**src/rtl/uart_pkg.sv**
```systemverilog
// ---------------------------------------------------------------------------
// uart_pkg
// Shared definitions for the UART receive path: receiver state encoding,
// the default bit period for a 12 MHz clock at 115200 baud, and the 8N1
// frame shape constants.
// No ports (package).
// ---------------------------------------------------------------------------
package uart_pkg;

   // Receiver FSM states, in the order a frame walks through them.
   typedef enum logic [2:0] {
      IDLE      = 3'd0,
      START     = 3'd1,
      DATA      = 3'd2,
      STOP      = 3'd3,
      WAIT_HIGH = 3'd4
   } uart_state_e;

   // 12 MHz / 115200 baud, rounded to the nearest whole clock.
   localparam int DEFAULT_CLKS_PER_BIT = 104;

   // 8N1 framing.
   localparam int DATA_BITS = 8;
   localparam int STOP_BITS = 1;

endpackage : uart_pkg

```
**src/rtl/sync_2ff.sv**
```systemverilog
// ---------------------------------------------------------------------------
// sync_2ff
// Two-flop synchronizer for bringing a single asynchronous signal into the
// clk domain. The reset value is a parameter so that idle-high lines (UART)
// and idle-low lines can both start out in their inactive level.
//
// Ports:
//   clk     - destination clock
//   reset   - synchronous, active-high; loads RESET_VALUE into both flops
//   i_async - asynchronous input
//   o_sync  - synchronized output, two clk cycles behind i_async
// ---------------------------------------------------------------------------
module sync_2ff #(
   parameter logic RESET_VALUE = 1'b1
) (
   input  logic clk,
   input  logic reset,
   input  logic i_async,
   output logic o_sync
);

   logic r_meta;
   logic r_sync;

   // First flop may go metastable; the second gives it a full cycle to
   // settle before anything downstream looks at it. Both flops come out of
   // reset at the line's idle level so no false edge is seen after reset.
   always_ff @(posedge clk) begin
      if (reset) begin
         r_meta <= RESET_VALUE;
         r_sync <= RESET_VALUE;
      end else begin
         r_meta <= i_async;
         r_sync <= r_meta;
      end
   end

   assign o_sync = r_sync;

endmodule : sync_2ff

```
**src/rtl/uart_byte_receiver.sv**
```systemverilog
// ---------------------------------------------------------------------------
// uart_byte_receiver
// Recovers 8N1 frames from the asynchronous UART line and presents each
// correctly framed byte with a one-cycle strobe. Frames with a bad stop bit
// raise a one-cycle error pulse instead and never reach rx_data.
//
// Ports:
//   clk            - system clock, rising edge
//   reset          - synchronous, active-high; aborts any frame in progress
//   rx_serial      - asynchronous UART line, idle high
//   rx_data        - last good byte, LSB received first; held until the next
//   rx_data_ready  - one-cycle pulse, same cycle rx_data updates
//   rx_frame_error - one-cycle pulse when the stop bit is sampled low
//   rx_busy        - high from start-bit detection until the frame ends
// ---------------------------------------------------------------------------
module uart_byte_receiver #(
   parameter int CLKS_PER_BIT = uart_pkg::DEFAULT_CLKS_PER_BIT
) (
   input  logic                           clk,
   input  logic                           reset,
   input  logic                           rx_serial,
   output logic [uart_pkg::DATA_BITS-1:0] rx_data,
   output logic                           rx_data_ready,
   output logic                           rx_frame_error,
   output logic                           rx_busy
);

   import uart_pkg::*;

   localparam int CNT_W = $clog2(CLKS_PER_BIT);
   localparam int IDX_W = $clog2(DATA_BITS);

   // Start bit is checked at its middle; every later sample is one full
   // bit period on from the previous one, so all samples land mid-bit.
   localparam logic [CNT_W-1:0] HALF_LAST = CNT_W'(CLKS_PER_BIT / 2 - 1);
   localparam logic [CNT_W-1:0] BIT_LAST  = CNT_W'(CLKS_PER_BIT - 1);
   localparam logic [IDX_W-1:0] IDX_LAST  = IDX_W'(DATA_BITS - 1);

   logic                  w_rxS;
   uart_state_e           r_state;
   logic [CNT_W-1:0]      r_clkCnt;
   logic [IDX_W-1:0]      r_bitIdx;
   logic [DATA_BITS-1:0]  r_shift;
   logic [DATA_BITS-1:0]  r_rxData;
   logic                  r_dataReady;
   logic                  r_frameError;
   logic                  r_busy;

   // The raw pin is asynchronous; every decision below uses the
   // synchronized copy. Reset value 1 matches the idle line.
   sync_2ff #(
      .RESET_VALUE (1'b1)
   ) u_rxSync (
      .clk     (clk),
      .reset   (reset),
      .i_async (rx_serial),
      .o_sync  (w_rxS)
   );

   // Receive FSM with its bit-period counter, bit index and shift register.
   // All outputs are registered here so the strobes are clean one-cycle
   // pulses. The counter is cleared at every sample point rather than left
   // to wrap, so each bit period is measured from the previous sample.
   // After a bad stop bit we park in WAIT_HIGH until the line returns high;
   // otherwise a held-low break would be read as an endless run of frames.
   always_ff @(posedge clk) begin
      if (reset) begin
         r_state      <= IDLE;
         r_clkCnt     <= '0;
         r_bitIdx     <= '0;
         r_shift      <= '0;
         r_rxData     <= '0;
         r_dataReady  <= 1'b0;
         r_frameError <= 1'b0;
         r_busy       <= 1'b0;
      end else begin
         r_dataReady  <= 1'b0;
         r_frameError <= 1'b0;

         case (r_state)
            IDLE: begin
               r_clkCnt <= '0;
               r_bitIdx <= '0;
               if (!w_rxS) begin
                  r_state <= START;
                  r_busy  <= 1'b1;
               end else begin
                  r_busy  <= 1'b0;
               end
            end

            START: begin
               if (r_clkCnt == HALF_LAST) begin
                  r_clkCnt <= '0;
                  r_bitIdx <= '0;
                  if (!w_rxS) begin
                     r_state <= DATA;
                  end else begin
                     r_state <= IDLE;
                     r_busy  <= 1'b0;
                  end
               end else begin
                  r_clkCnt <= r_clkCnt + CNT_W'(1);
               end
            end

            DATA: begin
               if (r_clkCnt == BIT_LAST) begin
                  r_clkCnt          <= '0;
                  r_shift[r_bitIdx] <= w_rxS;
                  if (r_bitIdx == IDX_LAST) begin
                     r_state <= STOP;
                  end else begin
                     r_bitIdx <= r_bitIdx + IDX_W'(1);
                  end
               end else begin
                  r_clkCnt <= r_clkCnt + CNT_W'(1);
               end
            end

            STOP: begin
               if (r_clkCnt == BIT_LAST) begin
                  r_clkCnt <= '0;
                  if (w_rxS) begin
                     r_rxData    <= r_shift;
                     r_dataReady <= 1'b1;
                     r_state     <= IDLE;
                     r_busy      <= 1'b0;
                  end else begin
                     r_frameError <= 1'b1;
                     r_state      <= WAIT_HIGH;
                  end
               end else begin
                  r_clkCnt <= r_clkCnt + CNT_W'(1);
               end
            end

            WAIT_HIGH: begin
               r_clkCnt <= '0;
               if (w_rxS) begin
                  r_state <= IDLE;
                  r_busy  <= 1'b0;
               end
            end

            default: begin
               r_state <= IDLE;
               r_busy  <= 1'b0;
            end
         endcase
      end
   end

   assign rx_data        = r_rxData;
   assign rx_data_ready  = r_dataReady;
   assign rx_frame_error = r_frameError;
   assign rx_busy        = r_busy;

endmodule : uart_byte_receiver

```
**config.mk**
```make
export PLATFORM = sky130hd
export DESIGN_NAME = uart_byte_receiver
export DESIGN_NICKNAME = d
export VERILOG_FILES = /design/src/rtl/uart_pkg.sv /design/src/rtl/sync_2ff.sv /design/src/rtl/uart_byte_receiver.sv
export SDC_FILE = /design/constraint.sdc
export NUM_CORES = 1
export LEC_CHECK = 0
export BUFFER_PORTS_ARGS = -buffer_cell sky130_fd_sc_hd__buf_2
export CORE_ASPECT_RATIO = 1.25
export CORE_MARGIN = 2
export CORE_UTILIZATION = 25
export DETAILED_ROUTE_END_ITERATION = 7
export GPL_TIMING_DRIVEN = 0
export PLACE_DENSITY = 0.38
export SLEW_MARGIN = 15
export SYNTH_ARGS = -nofsm -noshare
export SYNTH_HDL_FRONTEND = slang
export SYNTH_HIERARCHICAL = 1
export SYNTH_SLANG_ARGS = --single-unit
```
**constraint.sdc**
```tcl
create_clock -name clk -period 1.95 [get_ports clk]
set_clock_uncertainty 0.2 [all_clocks]
set_input_delay 0.195 -clock clk [delete_from_list [all_inputs] [get_ports clk]]
set_output_delay 0.195 -clock clk [all_outputs]
set_load 0.02 [all_outputs]
```
* Word level (Yosys, flattened, before mapping)
Index checks and enable logic that the tools add are counted.
W data, S select, Z words.
** Storage, ports and cells
- Register bits :: 34
- Input port bits :: 3
- Output and inout port bits :: 11
- Logic and storage cells :: 68
** Operators by class
- Add/subtract/negate cells :: 2
- $lt $le $gt $ge :: 2
- Equality and inequality tests :: 14
- Mux-type cells :: 25
- Bitwise gates (word level) :: 3
- Reductions and logical operators :: 12
** Operators with widths (number)
- $mux W3 :: 10
- $pmux W7 S3 :: 1
- $pmux W3 S5 :: 1
- $mux W7 :: 2
- $ne A2 B2 Y1 const B :: 6
- $pmux W3 S3 :: 1
- $bwmux W8 :: 1
- $add A7 B1 Y7 const B :: 1
- $eq A7 B6 Y1 const B :: 1
- $eq A7 B7 Y1 const B :: 1
- $eq A3 B2 Y1 const B :: 2
- $eq A3 B3 Y1 const B :: 2
- $mux W1 :: 6
- $reduce_and A3 Y1 :: 2
- $reduce_and A6 Y1 :: 1
- $reduce_bool A3 Y1 :: 2
- $pmux W1 S5 :: 1
- $lt A3 B4 Y1 const B :: 1
- $reduce_and A4 Y1 :: 1
- $reduce_or A2 Y1 :: 2
- $add A3 B1 Y3 const B :: 1
- $demux W1 S3 :: 1
- $eq A3 B1 Y1 const B :: 1
- $ge A3 B1 Y1 const B :: 1
- other kinds (7) :: 9

* Depth between registers and ports, before layout
- Word-level depth :: 5
- Gate-level depth with buffers :: 6
- Gate-level depth less buffers :: 6

* By module
Netlist, hierarchy kept.
** Modules (own cells, without submodules)
- uart_byte_receiver :: instances 1, cells an instance 179, area an instance 1640.3 um^2, seq. area each 640.6 um^2
- sync_2ff :: instances 1, cells an instance 4, area an instance 52.6 um^2, seq. area each 40.0 um^2

* Worst setup path after synthesis
Ideal clock, no wire load.
- Path kind :: reg2reg
- From :: register r_bitIdx[1]
- To :: register r_bitIdx[0]
- Library setup time :: 0.087 ns
- Arrival :: 1.622 ns
- Data required time :: 1.663 ns
- Setup slack :: 0.041 ns
- Cell stages (with the launch flop) :: 7
- Buffers on the path :: 0
- Clock period less this slack :: 1.909 ns
- Cell sequence :: dfxtp_1 ha_1 ha_1 or4b_1 nor4_2 nand2_1 o31ai_1
** Between the ends
- Longest elaborated chain between the ends :: 3
** RTL lines
- start, declared :: line uart_byte_receiver.sv:42 : logic [IDX_W-1:0] r_bitIdx;
- start signal, assigned :: line uart_byte_receiver.sv:114 : r_bitIdx <= r_bitIdx + IDX_W'(1);
- $eq A3 B3 Y1 :: line uart_byte_receiver.sv:111 : if (r_bitIdx == IDX_LAST) begin
- $ne A2 B2 Y1 (no line)
- $reduce_and A4 Y1 (no line)
No other way between the ends.
A chain may end at the register's enable or synchronous reset.

* Worst setup path in the final report
- From :: register r_clkCnt[0]
- To :: register r_shift[4]
** Between the ends
- Longest elaborated chain between the ends :: 2
** RTL lines
- start, declared :: line uart_byte_receiver.sv:41 : logic [CNT_W-1:0] r_clkCnt;
- start signal, assigned :: line uart_byte_receiver.sv:103 : r_clkCnt <= r_clkCnt + CNT_W'(1);
- start signal, assigned :: line uart_byte_receiver.sv:117 : r_clkCnt <= r_clkCnt + CNT_W'(1);
- start signal, assigned :: line uart_byte_receiver.sv:134 : r_clkCnt <= r_clkCnt + CNT_W'(1);
- $eq A7 B7 Y1 :: line uart_byte_receiver.sv:108 : if (r_clkCnt == BIT_LAST) begin
- $reduce_and A2 Y1 (no line)
- end signal, assigned by index :: line uart_byte_receiver.sv:110 : r_shift[r_bitIdx] <= w_rxS;
- end, declared :: line uart_byte_receiver.sv:43 : logic [DATA_BITS-1:0] r_shift;
No other way between the ends.

==> results.md <==
Timing:
- Setup repair after global routing left no endpoint under its margin.
- The total count of max-transition violations in the final report is 0.
- The post-route minimum period is 1.85 ns.
- The final critical-path share of the clock period is 95.0%.
- The final setup violation count is 0.
- The worst hold-check slack is approximately 0.18 ns.
- The tightest slew margin relative to the limit is a little under two thirds.
- In the post-route analysis, the smallest setup slack over all paths is 0.0978 ns.
- Derived from the worst setup path, the maximum achievable clock frequency is between 500 and 600 MHz.
- The number of failing hold endpoints at the final stage is 0.
- The slew at the pin closest to its max-slew limit is 0.549 ns.

Cells and area:
- The final-stage net count is between 200 and 250.
- In the final layout, the share of cells above drive strength 1 is between 20% and 30%.
- Registers take ~690 µm².
- The number of antenna diodes in the final layout is 0.
- The finished layout cell area is between 2000 and 2500 µm².
- The filler cells instantiated in the layout total about 720.
- The final standard cell count with taps included and fillers excluded is 300.
- Compared with the post-synthesis result, the final layout area differs by 24.0%.
- The total area of multi-input combinational cells is between 900 and 1000 µm².

Power:
- Sequential cells account for roughly 54% of the total power.
- For this design the ratio of total power to cell area is just over 600 nW/µm².
- The clock power share is roughly 42%.
- The analysis attributes to net switching a power of 0.306 mW.
- The switching share of total power is between 20% and 30%.
- Combinational logic burns 4.1% of the power.
- The internal power of the cells totals approximately 1 mW.
- For this design the static power due to leakage is about 0.75 nW.
- The maximum vdd drop is ~0.25 mV.

Clock tree:
- The clock drives 34 sinks.
- The clock passes through at most 2 buffers.
- The number of buffers created by CTS is 5.
- The CTS tree is yes.
- The clock reaches the later pin of the worst-skew pair after between 0.2 and 0.3 ns.
- The clock tree synthesis step divided the H-tree into 2 levels.
- The buffer type at the clock tree root is sky130_fd_sc_hd__clkbuf_8.
- Clock-pin slew was measured on the worst setup and hold paths at around 0.070 ns.

Drt:
- The first TritonRoute pass finished after 4 iterations.
- The count of vias placed by the detailed router is around 1400.
- The iteration-0 DRC count of the detailed router is 79.
- The total routed wirelength is roughly 4300 µm.
- The count of nets left with antenna violations after detail routing is 0.
- The detailed-route DRC error count is 0.
- In the final routed layout, each cell accounts on average for between 10 and 15 µm.
- The ratio of routed vias to standard cells is about 4.7.

Critical path:
- The worst setup path startpoint is r_clkCnt[0]$_SDFFE_PP0P_.
- The signal on the critical path passes through ha_4 -> nand3b_2 -> nor4_4 -> buf_4 -> buf_4 -> nand3_1 -> mux2i_1.
- The type of destination of the critical path is a flip-flop.
- STA puts the critical path data required time at about 1.9 ns.
- At the worst endpoint, the arrival time is ~1.8 ns.
- In this design, the critical path's most frequently occurring cell is sky130_fd_sc_hd__buf_4.
- The highest cell delay on the worst timing path is approximately 0.37 ns.
- Setup slack on the worst reg-to-reg path comes out at ~0.098 ns.
- Together, buffers and inverters on the worst path number 2.
- The worst setup path is launched from a flip-flop.
- The worst setup path is of the reg -> reg kind.
- The cell family contributing the most delay on the critical path is simple AND/OR/NAND/NOR gates.
- Along the worst path, the maximum fanout reaches 5.
- In this run the critical register-to-register path is launched from r_clkCnt[0]$_SDFFE_PP0P_.
- The critical-path cell with the highest stage delay is sky130_fd_sc_hd__dfxtp_4.

Worst hold path:
- The worst min-delay path startpoint is reset.
- The tightest min-delay check is of the in -> reg type.

Yosys:
- By area, the combinational part of the netlist is dominated by simple AND/OR/NAND/NOR gates.
- The number of enable flip-flop cells after synthesis is 0.
- The post-synthesis xor/xnor area fraction is under 10%.
- The synthesized netlist devotes 26.5% of its cell area to simple gates.
- The post-synthesis share of cell area spent on full adders, half adders and majority gates is under 10%.
- The number of flip-flops and latches in the synthesized netlist is 34.
- The synthesized netlist devotes 15.7% of its cell area to compound gates.
- Sorting the synthesized cells by how often they occur yields sky130_fd_sc_hd__dfxtp_1 (34), sky130_fd_sc_hd__nand2_1 (25), sky130_fd_sc_hd__mux2i_1 (16).
- The top flip-flop cell by instance count after synthesis is sky130_fd_sc_hd__dfxtp_1.
- After technology mapping, the gate count stands at roughly 180.
- The top cell type by total area after synthesis is sky130_fd_sc_hd__dfxtp_1.
- The number of warnings reported in the yosys synthesis log is 6.
- The post-synthesis sequential area ratio is between 40% and 50%.
- The top cell type by area accounts for 40.2% of the synthesized area.
- The count of different cell masters after synthesis is 48.
- Sorting the synthesized cells by area gives the leading types as sky130_fd_sc_hd__dfxtp_1 (40%), sky130_fd_sc_hd__mux2i_1 (9.5%), sky130_fd_sc_hd__nand2_1 (5.5%).
- The total standard cell area after synthesis is around 1700 µm².
- When the netlist entered floorplanning its net count stood at 189.
- The share of flip-flops with an asynchronous set or reset is 0%.
- The proportion of synthesized area in mux cells is 9.46%.
- The synthesized area per cell is ~9 µm².
- The most used standard cell by instance count after synthesis is sky130_fd_sc_hd__dfxtp_1.

Global routing:
- The combined global-route utilization of all metal layers is about an eighth.
- The first global-routing pass estimated roughly 7100 µm of wire.
- The aggregate global routing overflow is 0.
- Entering global routing, the biggest net connects 11 pins.
- The number of antenna violations at the first check in global routing was 0.
- The number of global-route vias before repair is 1357.

Place:
- The global placer's final weighted congestion is roughly 0.8.
- Once detailed placement completed, the half-perimeter wirelength came to approximately 3000 µm.
- The count of buffers added on input and output ports is 13.
- Including well taps, the total number of placed cells is 283.
- Summing all placed instances gives a cell area of between 1500 and 2000 µm².
- Timing analysis after detailed placement gives a worst setup slack of -0.192 ns.

Die:
- For this configuration, the core starts out at a cell density of about a quarter.
- In this run the vertical extent of the chip is roughly 96 µm.
- The die is 77.6 µm wide.
- The count of standard-cell rows is 33.
- The die covers between 7000 and 8000 µm².
- The core region is approximately 6600 µm².
- The number of top-level pins is 14.

Job:
- Across the run, the number of max-cap violations was 0.

Outcome:
- The flow ran to the end, and the final reports show no timing, DRC or antenna violations.
## per-stage QoR
step	power [mW]	utilization, %	TNS, ns
4_1_cts	1.33	31.5	0
2_1_floorplan	0.749	-	0
3_3_place_gp	0.768	28.4	-0.581
5_1_grt	1.36	32.0	0
3_5_place_dp	0.768	28.4	-0.604
6_report	1.30	32.0	0
## worst min-delay path: cells and delay by family
family	cells	cell delay, ns
simple gates	3	0.24
buf+inv	1	0.14
compound gates	1	0.05
## power by group through the flow
stage | sequential (mW) | combinational, mW | clock (mW)
after floorplan | 0.717 | 0.0322 | 0
after CTS | 0.699 | 0.0556 | 0.572
after global placement | 0.718 | 0.0503 | 0
after global routing | 0.699 | 0.0616 | 0.603
final | 0.698 | 0.0536 | 0.552
after detailed placement | 0.718 | 0.0504 | 0
## cell usage in the layout, fill, tap and decap left out, types with 4 or more instances in the layout
cell                       count
sky130_fd_sc_hd__a21oi_1       8
sky130_fd_sc_hd__clkbuf_8      6
sky130_fd_sc_hd__buf_2        15
sky130_fd_sc_hd__nor2_1        7
sky130_fd_sc_hd__nand2_1      25
sky130_fd_sc_hd__dfxtp_1      29
sky130_fd_sc_hd__nand4_1       8
sky130_fd_sc_hd__nand3_1       4
sky130_fd_sc_hd__buf_4         7
sky130_fd_sc_hd__nor2b_1       4
sky130_fd_sc_hd__inv_1         7
sky130_fd_sc_hd__clkbuf_1      5
sky130_fd_sc_hd__o21ai_1       4
sky130_fd_sc_hd__mux2i_1      16
## logic make-up (layout without fill, tap and decap cells)
group                    after synthesis  after routing
AO/OA/AOI/OAI                         37             37
XOR/XNOR                               3              3
adder cells (fa/ha/maj)                3              3
buffers and inverters                 18             48
flip-flops                            34             34
multiplexers                          16             16
AND/OR/NAND/NOR                       72             72
## path summary, 6_finish.rpt
path,cells after the start,end
setup / recovery,7,r_shift[4]$_SDFFE_PP0P_
hold / removal,5,r_bitIdx[1]$_SDFFE_PP0P_
setup reg to reg,7,r_shift[4]$_SDFFE_PP0P_
hold reg to reg,1,u_rxSync/o_sync$_SDFF_PP1_
## flip-flops by register name (all words and copies together) (netlist names)
register / count
r_clkCnt: 7
rx_data_ready: 1
r_shift: 8
u_rxSync/o_sync: 1
u_rxSync/r_meta: 1
rx_busy: 1
rx_data: 8
rx_frame_error: 1
r_bitIdx: 3
r_state: 3
## timing repair
action	CTS	global route
hold buffers	3	0
hold endpoints to repair	2	0
setup buffers	4	2
endpoints found under the setup margin	7	13
resized for setup	13	7
pin swaps	5	5
## routing by layer
layer | part of all wire, % | GRT usage, % | up-vias | wire (µm)
li1 | - | - | 719 | -
met3 | 2.2 | 2.53 | 9 | 92
met2 | 50 | 21.3 | 11 | 2130
met1 | 46 | 15.0 | 656 | 1960
met4 | 1.7 | 5.36 | 0 | 74
met5 | 0 | 0 | - | 0
## area by class of cell
| type | count | area share (%) |
|---|---|---|
| inverters | 7 | 1.25 |
| clock inverters | 1 | 0.238 |
| well taps | 87 | 5.18 |
| flip-flops and latches | 34 | 33.1 |
| repair buffers | 22 | 6.67 |
| multi-input cells | 131 | 46.8 |
| clock buffers | 7 | 4.11 |
| plain buffers | 11 | 2.68 |
(Power assumes the default switching activity.)
